## src/rtl/conv_pkg.sv

```systemverilog
// Shared types and constants for the FFT convolution sequencer.
// Buffer-select encodings must match the datapath muxes around fft_controller.
package conv_pkg;

   typedef enum logic [3:0] {
      ST_IDLE,
      ST_K_START,
      ST_K_WAIT,
      ST_S_START,
      ST_S_WAIT,
      ST_MUL,
      ST_I_START,
      ST_I_WAIT,
      ST_DONE,
      ST_ERR
   } conv_state_t;

   localparam logic [1:0] SRC_KERNEL  = 2'd0;
   localparam logic [1:0] SRC_SIGNAL  = 2'd1;
   localparam logic [1:0] SRC_PRODUCT = 2'd2;

   localparam logic [1:0] DST_KERNEL_SPEC = 2'd0;
   localparam logic [1:0] DST_SIGNAL_SPEC = 2'd1;
   localparam logic [1:0] DST_TIME_OUT    = 2'd2;

   localparam logic [1:0] ERR_NONE      = 2'd0;
   localparam logic [1:0] ERR_TIMEOUT   = 2'd1;
   localparam logic [1:0] ERR_NO_KERNEL = 2'd2;
   localparam logic [1:0] ERR_OVERRUN   = 2'd3;

   function automatic logic is_pow2(input int n);
      return (n > 0) && ((n & (n - 1)) == 0);
   endfunction

   // States in which the watchdog runs
   function automatic logic is_wait_state(input conv_state_t s);
      return s inside {ST_K_WAIT, ST_S_WAIT, ST_I_WAIT, ST_MUL};
   endfunction

   function automatic logic is_fft_wait(input conv_state_t s);
      return s inside {ST_K_WAIT, ST_S_WAIT, ST_I_WAIT};
   endfunction

endpackage

```

## src/rtl/seq_watchdog.sv

```systemverilog
// Cycle counter for the sequencer's wait states; flags the cycle on which
// the count reaches TIMEOUT_CYCLES.
module seq_watchdog #(
   parameter int TIMEOUT_CYCLES = 4096,
   parameter int TW             = $clog2(TIMEOUT_CYCLES + 1)
) (
   input  logic clk,
   input  logic reset_n,
   input  logic clear_i,
   input  logic enable_i,
   output logic expired_o
);

   localparam logic [TW-1:0] LIMIT = TW'(TIMEOUT_CYCLES);
   localparam logic [TW-1:0] ONE   = TW'(1);

   logic [TW-1:0] count_q, count_d;

   // Saturate at the limit so a stalled FSM can never wrap the counter
   always_comb begin
      count_d = count_q;
      if (clear_i) begin
         count_d = '0;
      end else if (enable_i && (count_q != LIMIT)) begin
         count_d = count_q + ONE;
      end
   end

   assign expired_o = enable_i && ((count_q + ONE) == LIMIT);

   always_ff @(posedge clk or negedge reset_n) begin
      if (!reset_n) begin
         count_q <= '0;
      end else begin
         count_q <= count_d;
      end
   end

endmodule

```

## src/rtl/conv_sequencer.sv

```systemverilog
// Schedules kernel FFT, then per block forward FFT -> spectral multiply -> inverse FFT
// on one shared fft_controller. Controls only; no sample data passes through here.
module conv_sequencer
   import conv_pkg::*;
#(
   parameter int FFT_POINTS     = 16,
   parameter int TIMEOUT_CYCLES = 4096,
   parameter int TW             = $clog2(TIMEOUT_CYCLES + 1)
) (
   input  logic       clk,
   input  logic       reset_n,
   input  logic       kernel_load,
   input  logic       block_start,
   input  logic       fft_in_prog,
   input  logic       fft_data_valid,
   input  logic       mul_done,
   input  logic       err_clear,
   output logic       fft_start,
   output logic       fft_forward,
   output logic [1:0] fft_src_sel,
   output logic [1:0] fft_dst_sel,
   output logic       fft_capture,
   output logic       mul_start,
   output logic       block_done,
   output logic       kernel_ready,
   output logic       busy,
   output logic [1:0] err_code
);

   if (!is_pow2(FFT_POINTS)) begin : g_bad_points
      $error("conv_sequencer: FFT_POINTS must be a power of two");
   end

   conv_state_t state_q, state_d;
   logic        armed_q, armed_d;
   logic        pend_k_q, pend_k_d;
   logic        pend_b_q, pend_b_d;
   logic [1:0]  err_code_q, err_code_d;
   logic        kernel_ready_q, kernel_ready_d;
   logic        fft_start_q, fft_start_d;
   logic        fft_forward_q, fft_forward_d;
   logic [1:0]  src_q, src_d;
   logic [1:0]  dst_q, dst_d;
   logic        fft_capture_q, fft_capture_d;
   logic        mul_start_q, mul_start_d;
   logic        block_done_q, block_done_d;
   logic        busy_q, busy_d;

   logic fft_done;
   logic wd_expired;
   logic timeout;

   // A stale fft_data_valid from the previous transform must not complete a wait,
   // so completion requires having seen the controller busy first.
   assign fft_done = is_fft_wait(state_q) && armed_q && fft_data_valid && !fft_in_prog;
   assign timeout  = wd_expired && !fft_done && !((state_q == ST_MUL) && mul_done);

   seq_watchdog #(
      .TIMEOUT_CYCLES(TIMEOUT_CYCLES),
      .TW            (TW)
   ) u_watchdog (
      .clk      (clk),
      .reset_n  (reset_n),
      .clear_i  (state_d != state_q),
      .enable_i (is_wait_state(state_q)),
      .expired_o(wd_expired)
   );

   always_ff @(posedge clk or negedge reset_n) begin
      if (!reset_n) begin
         state_q        <= ST_IDLE;
         armed_q        <= 1'b0;
         pend_k_q       <= 1'b0;
         pend_b_q       <= 1'b0;
         err_code_q     <= ERR_NONE;
         kernel_ready_q <= 1'b0;
         fft_start_q    <= 1'b0;
         fft_forward_q  <= 1'b1;
         src_q          <= SRC_KERNEL;
         dst_q          <= DST_KERNEL_SPEC;
         fft_capture_q  <= 1'b0;
         mul_start_q    <= 1'b0;
         block_done_q   <= 1'b0;
         busy_q         <= 1'b0;
      end else begin
         state_q        <= state_d;
         armed_q        <= armed_d;
         pend_k_q       <= pend_k_d;
         pend_b_q       <= pend_b_d;
         err_code_q     <= err_code_d;
         kernel_ready_q <= kernel_ready_d;
         fft_start_q    <= fft_start_d;
         fft_forward_q  <= fft_forward_d;
         src_q          <= src_d;
         dst_q          <= dst_d;
         fft_capture_q  <= fft_capture_d;
         mul_start_q    <= mul_start_d;
         block_done_q   <= block_done_d;
         busy_q         <= busy_d;
      end
   end

   always_comb begin
      state_d = state_q;
      unique case (state_q)
         ST_IDLE: begin
            if (kernel_load || pend_k_q) begin
               state_d = ST_K_START;
            end else if ((block_start || pend_b_q) && kernel_ready_q) begin
               state_d = ST_S_START;
            end
         end
         ST_K_START: state_d = ST_K_WAIT;
         ST_S_START: state_d = ST_S_WAIT;
         ST_I_START: state_d = ST_I_WAIT;
         ST_K_WAIT: begin
            if (fft_done)     state_d = ST_IDLE;
            else if (timeout) state_d = ST_ERR;
         end
         ST_S_WAIT: begin
            if (fft_done)     state_d = ST_MUL;
            else if (timeout) state_d = ST_ERR;
         end
         ST_I_WAIT: begin
            if (fft_done)     state_d = ST_DONE;
            else if (timeout) state_d = ST_ERR;
         end
         ST_MUL: begin
            if (mul_done)     state_d = ST_I_START;
            else if (timeout) state_d = ST_ERR;
         end
         ST_DONE: state_d = ST_IDLE;
         ST_ERR: begin
            if (err_clear) state_d = ST_IDLE;
         end
         default: state_d = ST_IDLE;
      endcase
   end

   // Outputs are decoded from the upcoming state so every strobe lines up with its transition
   always_comb begin
      pend_k_d       = pend_k_q;
      pend_b_d       = pend_b_q;
      err_code_d     = err_clear ? ERR_NONE : err_code_q;
      kernel_ready_d = kernel_ready_q;
      armed_d        = is_fft_wait(state_q) && (armed_q || fft_in_prog);
      fft_start_d    = 1'b0;
      fft_forward_d  = fft_forward_q;
      src_d          = src_q;
      dst_d          = dst_q;
      fft_capture_d  = fft_done;
      mul_start_d    = 1'b0;
      block_done_d   = 1'b0;
      busy_d         = (state_d != ST_IDLE);

      if (state_q == ST_IDLE) begin
         if (kernel_load || pend_k_q) begin
            pend_k_d = 1'b0;
            if (block_start) begin
               if (pend_b_q) err_code_d = ERR_OVERRUN;
               else          pend_b_d   = 1'b1;
            end
         end else if (block_start || pend_b_q) begin
            pend_b_d = kernel_ready_q && pend_b_q && block_start;
            if (!kernel_ready_q) err_code_d = ERR_NO_KERNEL;
         end
      end else if (state_q != ST_ERR) begin
         if (kernel_load) pend_k_d = 1'b1;
         if (block_start) begin
            if (pend_b_q) err_code_d = ERR_OVERRUN;
            else          pend_b_d   = 1'b1;
         end
      end

      if ((state_q == ST_K_WAIT) && fft_done) kernel_ready_d = 1'b1;

      if (timeout) begin
         pend_k_d   = 1'b0;
         pend_b_d   = 1'b0;
         err_code_d = ERR_TIMEOUT;
      end

      case (state_d)
         ST_K_START: begin
            fft_start_d    = 1'b1;
            fft_forward_d  = 1'b1;
            src_d          = SRC_KERNEL;
            dst_d          = DST_KERNEL_SPEC;
            kernel_ready_d = 1'b0;
         end
         ST_S_START: begin
            fft_start_d   = 1'b1;
            fft_forward_d = 1'b1;
            src_d         = SRC_SIGNAL;
            dst_d         = DST_SIGNAL_SPEC;
         end
         ST_I_START: begin
            fft_start_d   = 1'b1;
            fft_forward_d = 1'b0;
            src_d         = SRC_PRODUCT;
            dst_d         = DST_TIME_OUT;
         end
         ST_MUL:  mul_start_d  = (state_q != ST_MUL);
         ST_DONE: block_done_d = 1'b1;
         default: ;
      endcase
   end

   assign fft_start    = fft_start_q;
   assign fft_forward  = fft_forward_q;
   assign fft_src_sel  = src_q;
   assign fft_dst_sel  = dst_q;
   assign fft_capture  = fft_capture_q;
   assign mul_start    = mul_start_q;
   assign block_done   = block_done_q;
   assign kernel_ready = kernel_ready_q;
   assign busy         = busy_q;
   assign err_code     = err_code_q;

endmodule

```

## config.mk

```make
export PLATFORM = sky130hd
export DESIGN_NAME = conv_sequencer
export DESIGN_NICKNAME = d
export VERILOG_FILES = /design/src/rtl/conv_pkg.sv /design/src/rtl/seq_watchdog.sv /design/src/rtl/conv_sequencer.sv
export SDC_FILE = /design/constraint.sdc
export NUM_CORES = 1
export LEC_CHECK = 0
export CAP_MARGIN = 20
export CORE_ASPECT_RATIO = 0.6
export CORE_MARGIN = 5
export CORE_UTILIZATION = 25
export CTS_CLUSTER_SIZE = 30
export DETAILED_ROUTE_END_ITERATION = 8
export DONT_BUFFER_PORTS = 1
export PLACE_DENSITY = 0.41
export SYNTH_ARGS = -nofsm -noshare
export SYNTH_HDL_FRONTEND = slang
export SYNTH_SLANG_ARGS = --single-unit
```

## constraint.sdc

```tcl
create_clock -name clk -period 1.91 [get_ports clk]
set_input_delay 0.382 -clock clk [delete_from_list [all_inputs] [get_ports clk]]
set_output_delay 0.382 -clock clk [all_outputs]
set_load 0.02 [all_outputs]
```

Word level (Yosys, flattened, before mapping)
Index checks and enable logic that the tools add are counted.
{ "op_classes": {"n_addsub": 1, "multipliers": 0, "div": 0, "n_lt_le_gt_ge": 0, "eq_ne": 20, "shift": 0, "muxes": 38, "n_bitwise": 0, "n_reduce_logical": 33} }
{ "op_table": {"columns": ["op", "count"], "rows": [
  ["4-bit case mux with 9 select lines", 1],
  ["4-bit 2-to-1 mux", 8],
  ["13-bit 2-to-1 mux", 2],
  ["4-bit by 3-bit equality test with 1-bit output (second input constant)", 6],
  ["2-bit 2-to-1 mux", 9],
  ["1-bit 2-to-1 mux", 16],
  ["13-bit by 1-bit adder with 13-bit output (second input constant)", 1],
  ["13-bit equality test (second input constant)", 1],
  ["1-bit logical AND", 13],
  ["13-bit != test (second input constant)", 1],
  ["4-bit by 2-bit equality test with 1-bit output (second input constant)", 3],
  ["3-bit nonzero test", 4],
  ["4-bit by 1-bit equality test with 1-bit output (second input constant)", 2],
  ["4-bit equality test (second input constant)", 2],
  ["4-bit != test (second input constant)", 2],
  ["4-bit nonzero test", 2],
  ["2-bit case mux with 3 select lines", 1],
  ["2-bit nonzero test", 3],
  ["4-bit logical NOT", 1],
  ["4-bit by 3-bit != test with 1-bit output (second input constant)", 1],
  ["4-bit != test", 1],
  ["1-bit logical NOT", 3],
  ["1-bit logical OR", 3],
  ["3-bit != test (second input constant)", 1],
  ["other kinds (5)", 5]
]} }
{ "totals": {"reg_bits": 31, "latchBits": 0, "ram_bits": 0, "rom_bits": 0, "in_bits": 8, "output_inout_bits": 13, "elab_cells": 106, "memories": 0} }

Longest topological paths before layout
{ "depth": {"word_depth": 14, "ltp_mapped": 8, "ltp_nobuf": 7} }

Hierarchy
Synthesis repeated with hierarchy kept, for this count alone.
{ "hier_totals": {"hier_cells": 215, "area_unflattened_um2": 1948.1} }
{ "modules_own_cells": {"columns": ["module", "instances", "cells_per_inst", "area_per_inst_um2", "seq_area_each_um2"], "rows": [
  ["conv_sequencer", 1, 118, 1081.0, 451.7],
  ["seq_watchdog", 1, 97, 867.1, 325.3]
]} }

Least setup slack after synthesis
No wires, ideal clock.
{ "synth_timing": {"kind": "reg2reg", "start": "reg u_watchdog.count_q[0]", "end": "reg u_watchdog.count_q[0]", "setup_time_ps": 145, "arrival_time_ps": 1695, "t_required_ps": 1765, "slack_ps": 70, "stages_incl_launch_ff": 8, "n_path_buf": 0, "synth_period_minus_slack_ps": 1840, "cell_sequence": "dfrtp_1 > ha_1 > and2_1 > xnor2_1 > a31oi_1 > a2111o_1 > nor2_4 > nor3_1"} }
{ "synth_via": {"elab_chain_cells": 10, "elab_cells_between_ends": 17, "cone_classes": "1 x add/sub; 3 x eq/ne; 8 x mux; 5 x reduce/logical"} }
{ "synth_rtl": {"columns": ["element", "line", "source"], "rows": [
  ["start, declared", "seq_watchdog.sv:17", "logic [TW-1:0] count_q, count_d;"],
  ["start signal, assigned", "seq_watchdog.sv:35", "count_q <= count_d;"],
  ["13-bit by 1-bit adder with 13-bit output", "seq_watchdog.sv:25, seq_watchdog.sv:29", null],
  ["13-bit equality test", "seq_watchdog.sv:29", "assign expired_o = enable_i && ((count_q + ONE) == LIMIT);"],
  ["1-bit logical AND", "seq_watchdog.sv:29", null],
  ["1-bit logical AND (2 in series)", "conv_sequencer.sv:56", "assign timeout = wd_expired && !fft_done && !((state_q == ST_MUL) && mul_done);"],
  ["4-bit 2-to-1 mux", null, null],
  ["4-bit 2-to-1 mux, on equally long branches", null, null],
  ["4-bit case mux with 9 select lines", "conv_sequencer.sv:105", "unique case (state_q)"],
  ["4-bit != test", "conv_sequencer.sv:64", ".clear_i (state_d != state_q),"],
  ["13-bit 2-to-1 mux or 2-bit nonzero test (tied branches)", null, null]
]} }
Several ways; a longest one is shown, not always the timed one. The select of a mux whose other input is x is not followed.
A chain may end at the register's enable or synchronous reset.

Final worst setup path
{ "layout_timing": {"start": "reg state_q[1]", "end": "reg err_code_q[1] (netlist: err_code[1])"} }
{ "layout_via": {"elab_chain_cells": 9, "elab_cells_between_ends": 20, "cone_classes": "5 x eq/ne; 3 x mux; 12 x reduce/logical"} }
{ "layout_rtl": {"columns": ["element", "line", "source"], "rows": [
  ["start, declared", "conv_sequencer.sv:34", "conv_state_t state_q, state_d;"],
  ["start signal, assigned", "conv_sequencer.sv:86", "state_q <= state_d;"],
  ["4-bit by 2-bit equality test with 1-bit output or 4-bit by 3-bit equality test with 1-bit output (tied branches)", "conv_pkg.sv:37, conv_pkg.sv:41", null],
  ["3-bit nonzero test", "conv_pkg.sv:41", "return s inside {ST_K_WAIT, ST_S_WAIT, ST_I_WAIT};"],
  ["1-bit logical AND (3 in series)", "conv_sequencer.sv:55", "assign fft_done = is_fft_wait(state_q) && armed_q && fft_data_valid && !fft_in_prog;"],
  ["1-bit logical NOT", "conv_sequencer.sv:56", null],
  ["1-bit logical AND (2 in series)", "conv_sequencer.sv:56", null],
  ["2-bit 2-to-1 mux (*)", "conv_sequencer.sv:177", "if (timeout) begin"],
  ["via err_code_d[1]", "conv_sequencer.sv:38", "logic [1:0] err_code_q, err_code_d;"],
  ["end signal, assigned", "conv_sequencer.sv:90", "err_code_q <= err_code_d;"],
  ["end, declared", "conv_sequencer.sv:38", null]
]} }
The timed path passes the listed nets; every way through them passes the cells marked *.

==> reports/qor.csv <==
stage,metric,value,unit
sta,period_share,101,%
cts,cts_root_buf,clkbuf_16,
routing,antenna_left,0,
logic_synthesis,netlist_area,0.00187,mm^2
grt,grt_pass1_vias,1628,
die,rows,24,
min_path,min_path_cells,2,
routing,drc_errors,0,
logic_synthesis,synth_edf_count,0,
logic_synthesis,synth_nets,219,
logic_synthesis,yosysSeqAreaShare,41.5,%
critical_path,worstPathArrival,2080,ps
grt,gr-total-overflow,0,
finish,layout.cells.non_filler,365,
place,post-place-ws,-72.2,ps
power,p_seq_share,26.8,%
grt,antenna_found_initial,0,
critical_path,timing.rr.start,state_q[1]$_DFF_PN0_,
logic_synthesis,synth_top_area_cell,dfrtp_1,
routing,post_drt_via_cell_ratio,4.57,
finish,diodes,0,
cts,insertion_delay,280,ps
logic_synthesis,synthCells,208,
routing,routed_wl,5300,um
min_path,min_from,fft_in_prog,
logic_synthesis,synth_top_area_share,40.1,%
power,clkPwrFrac,25.8,%
finish,drive_gt1_share,33.7,%
power,intPower,2.32,mW
min_path,hp-class,primary input to flop,
die,initial_core_util,25.8,%
power,power.density,1380,mW/mm^2
critical_path,worstSetupPathType,flop to flop,
sta,skew,2.76,ps
place,hpwlAfterDp,3930,um
place,port_buffers,0,
sta,fmax,521,MHz
cts,clock_sinks,31,
cts,cts_tree,yes,
finish,nets,271,
cts,htree_levels,2,
logic_synthesis,ys.flop_type,dfrtp_1,
sta,finalSetupViolCount,4,
logic_synthesis,netlist-cell-type-count,49,
critical_path,cpPeakStageDelay,450,ps
power,leakagePower,1.17,nW
sta,rsz0062_at_grt,true,
grt,grt_pass1_wl,8780,um
critical_path,critPathLaunchType,flop,
power,p_sw,1.34,mW
grt,track_usage,12.3,%
place,post-place-cells,353,
sta,slew_headroom,74.0,%
cts,numCtsBuffers,5,
grt,grt_max_degree,32,
run_status,status,"complete, but fails checks",
routing,routed-via-count,1667,
power,power,3.66,mW
logic_synthesis,synth_common_cells,"nor2_1 (31), dfrtp_1 (30), nand2_1 (21)",
critical_path,rrSetupSlack,-10,ps
routing,post_drt_wl_per_cell,14.5,um
logic_synthesis,yosysWarningCount,0,
logic_synthesis,yosysMostFrequentCell,nor2_1,
critical_path,crit_chain,and2b_1 > mux2i_1 > a211o_1 > a2111o_1 > nor2_2 > nor2_1,
logic_synthesis,synth_seq_cells,31,
sta,worstMarginPinSlew,389,ps
place,gp_congestion,0.797,
critical_path,reg2regPathDepth,6,
power,p_sw_share,36.7,%
die,die_y,77.1,um
logic_synthesis,ys_async_sr_fraction,100,%
power,ir_drop,0.481,mV
sta,fin_crit,1920,ps
sta,maxSlewViolCount,0,
cts,clk_pin_slew,50,ps
die,dieArea,0.00939,mm^2
sta,layout_setup_ws,-10.2,ps
critical_path,r2r-end,err_code[1]$_DFF_PN0_,
critical_path,cp.required,2070,ps
die,fp.coreArea,0.00727,mm^2
cts,clock_path_buffers,2,
power,power.share.combinational,47.5,%
die,ioPinCount,21,
logic_synthesis,syn_area_per_cell,9.01,um^2
routing,drt_iter0_markers,118,
routing,dr.pass1.iters,4,
finish,fin_util,36.4,%
min_path,whs_endpoint,armed_q$_DFF_PN0_,
flow_run,cap_violations,0,
critical_path,cp_slowest_cell,dfrtp_2,
finish,synthToLayoutAreaGrowth,41.3,%
critical_path,endpoint_kind,flop,
logic_synthesis,synth_area_leaders,"dfrtp_1 (40%), nor2_1 (6.2%), xor2_1 (4.7%), nand2_1 (4.2%), a21oi_1 (2.4%)",
critical_path,cp_max_fo,6,
die,dieWidth,122,um
run_status,violations,negative setup slack,
sta,hold_slack,228,ps
sta,hold_viol,0,
[final cells by class]
type | instances | area, um^2
inverter | 6 | 22.5
fill | 763 | 4620
multi-input combinational | 161 | 1090
clock inverter | 2 | 35.0
tap | 104 | 130
clock buffer | 6 | 139
sequential | 31 | 779
timing repair buffer | 55 | 453
[cell usage in the layout, fill, tap and decap left out, types with 5 or more instances in the layout]
master / instances
a21oi_1: 9
buf_4: 51
clkbuf_16: 5
dfrtp_1: 28
inv_1: 6
nand2_1: 21
nand3_1: 6
nor2_1: 29
xnor2_1: 5
xor2_1: 10
[metrics by stage]
step | instance area (um^2) | setup TNS, ps
4_1_cts | 2600 | -156
3_5_place_dp | 2350 | -605
2_1_floorplan | 1870 | 0
5_1_grt | 2650 | -962
3_3_place_gp | 2350 | -441
6_report | 2650 | -13.8
[state kept, by name, summed over array words and instances (netlist names), 2 cells and up]
name,count
state_q,4
err_code,2
fft_dst_sel,2
u_watchdog.count_q,13
[worst max-delay path: cells and delay by family (launching register included)]
kind               cells  cell delay (ps)
AOI/OAI and AO/OA      2              660
DFF                    1              450
and+or+nand+nor        3              540
muxes                  1              140
[logic make-up (layout without fill, tap and decap cells)]
family / after synthesis / count (layout) / share of synthesized area, %
xor gates and xnor gates: 15 / 15 / 7.01
adders and majority gates: 3 / 3 / 2.00
DFF: 31 / 31 / 41.5
and+or+nand+nor: 101 / 102 / 28.6
muxes: 4 / 4 / 2.20
AOI/OAI and AO/OA: 37 / 37 / 13.6
buffers and inverters: 17 / 69 / 5.14
[power by group through the flow]
stage	combinational [mW]	sequential [mW]	clock, mW
after floorplan	0.901	0.948	0
final	1.74	0.980	0.943
after detailed placement	1.57	0.979	0
after global routing	1.90	1.01	1.00
after global placement	1.58	0.979	0
after CTS	1.65	0.976	0.969
[metal layers]
layer  routed length (um)  vias to the layer above  track usage, %
met2                 1820                       33            14.2
met4                   78                        0            4.70
met3                  368                        6            4.71
met5                    0                        -               0
met1                 3030                      784            19.5
li1                     -                      844               -
[worst max path at each step]
stage / from / endpoint / slack (ps) / depth (start not counted)
floorplan: u_watchdog.count_q[0]$_DFFE_PN0P_ / u_watchdog.count_q[0]$_DFFE_PN0P_ / 70 / 7
global placement: state_q[3]$_DFF_PN0_ / fft_dst_sel[0]$_DFFE_PN0P_ / -100 / 8
detailed placement: u_watchdog.count_q[0]$_DFFE_PN0P_ / u_watchdog.count_q[0]$_DFFE_PN0P_ / -70 / 7
CTS: state_q[1]$_DFF_PN0_ / err_code[1]$_DFF_PN0_ / -30 / 6
global route: state_q[0]$_DFF_PN0_ / err_code[1]$_DFF_PN0_ / -120 / 6
finish: state_q[1]$_DFF_PN0_ / err_code[1]$_DFF_PN0_ / -10 / 6
[what timing repair did]
action | in CTS | in global routing
hold buffers | 2 | 0
hold endpoints to repair | 31 | 0
resized for setup | 14 | 9
buffers inserted | 0 | 1
pin swaps | 4 | 2
cloned | 1 | 0
setup endpoints to repair | 12 | 23
No activity file was read; power rests on OpenSTA's default activity.
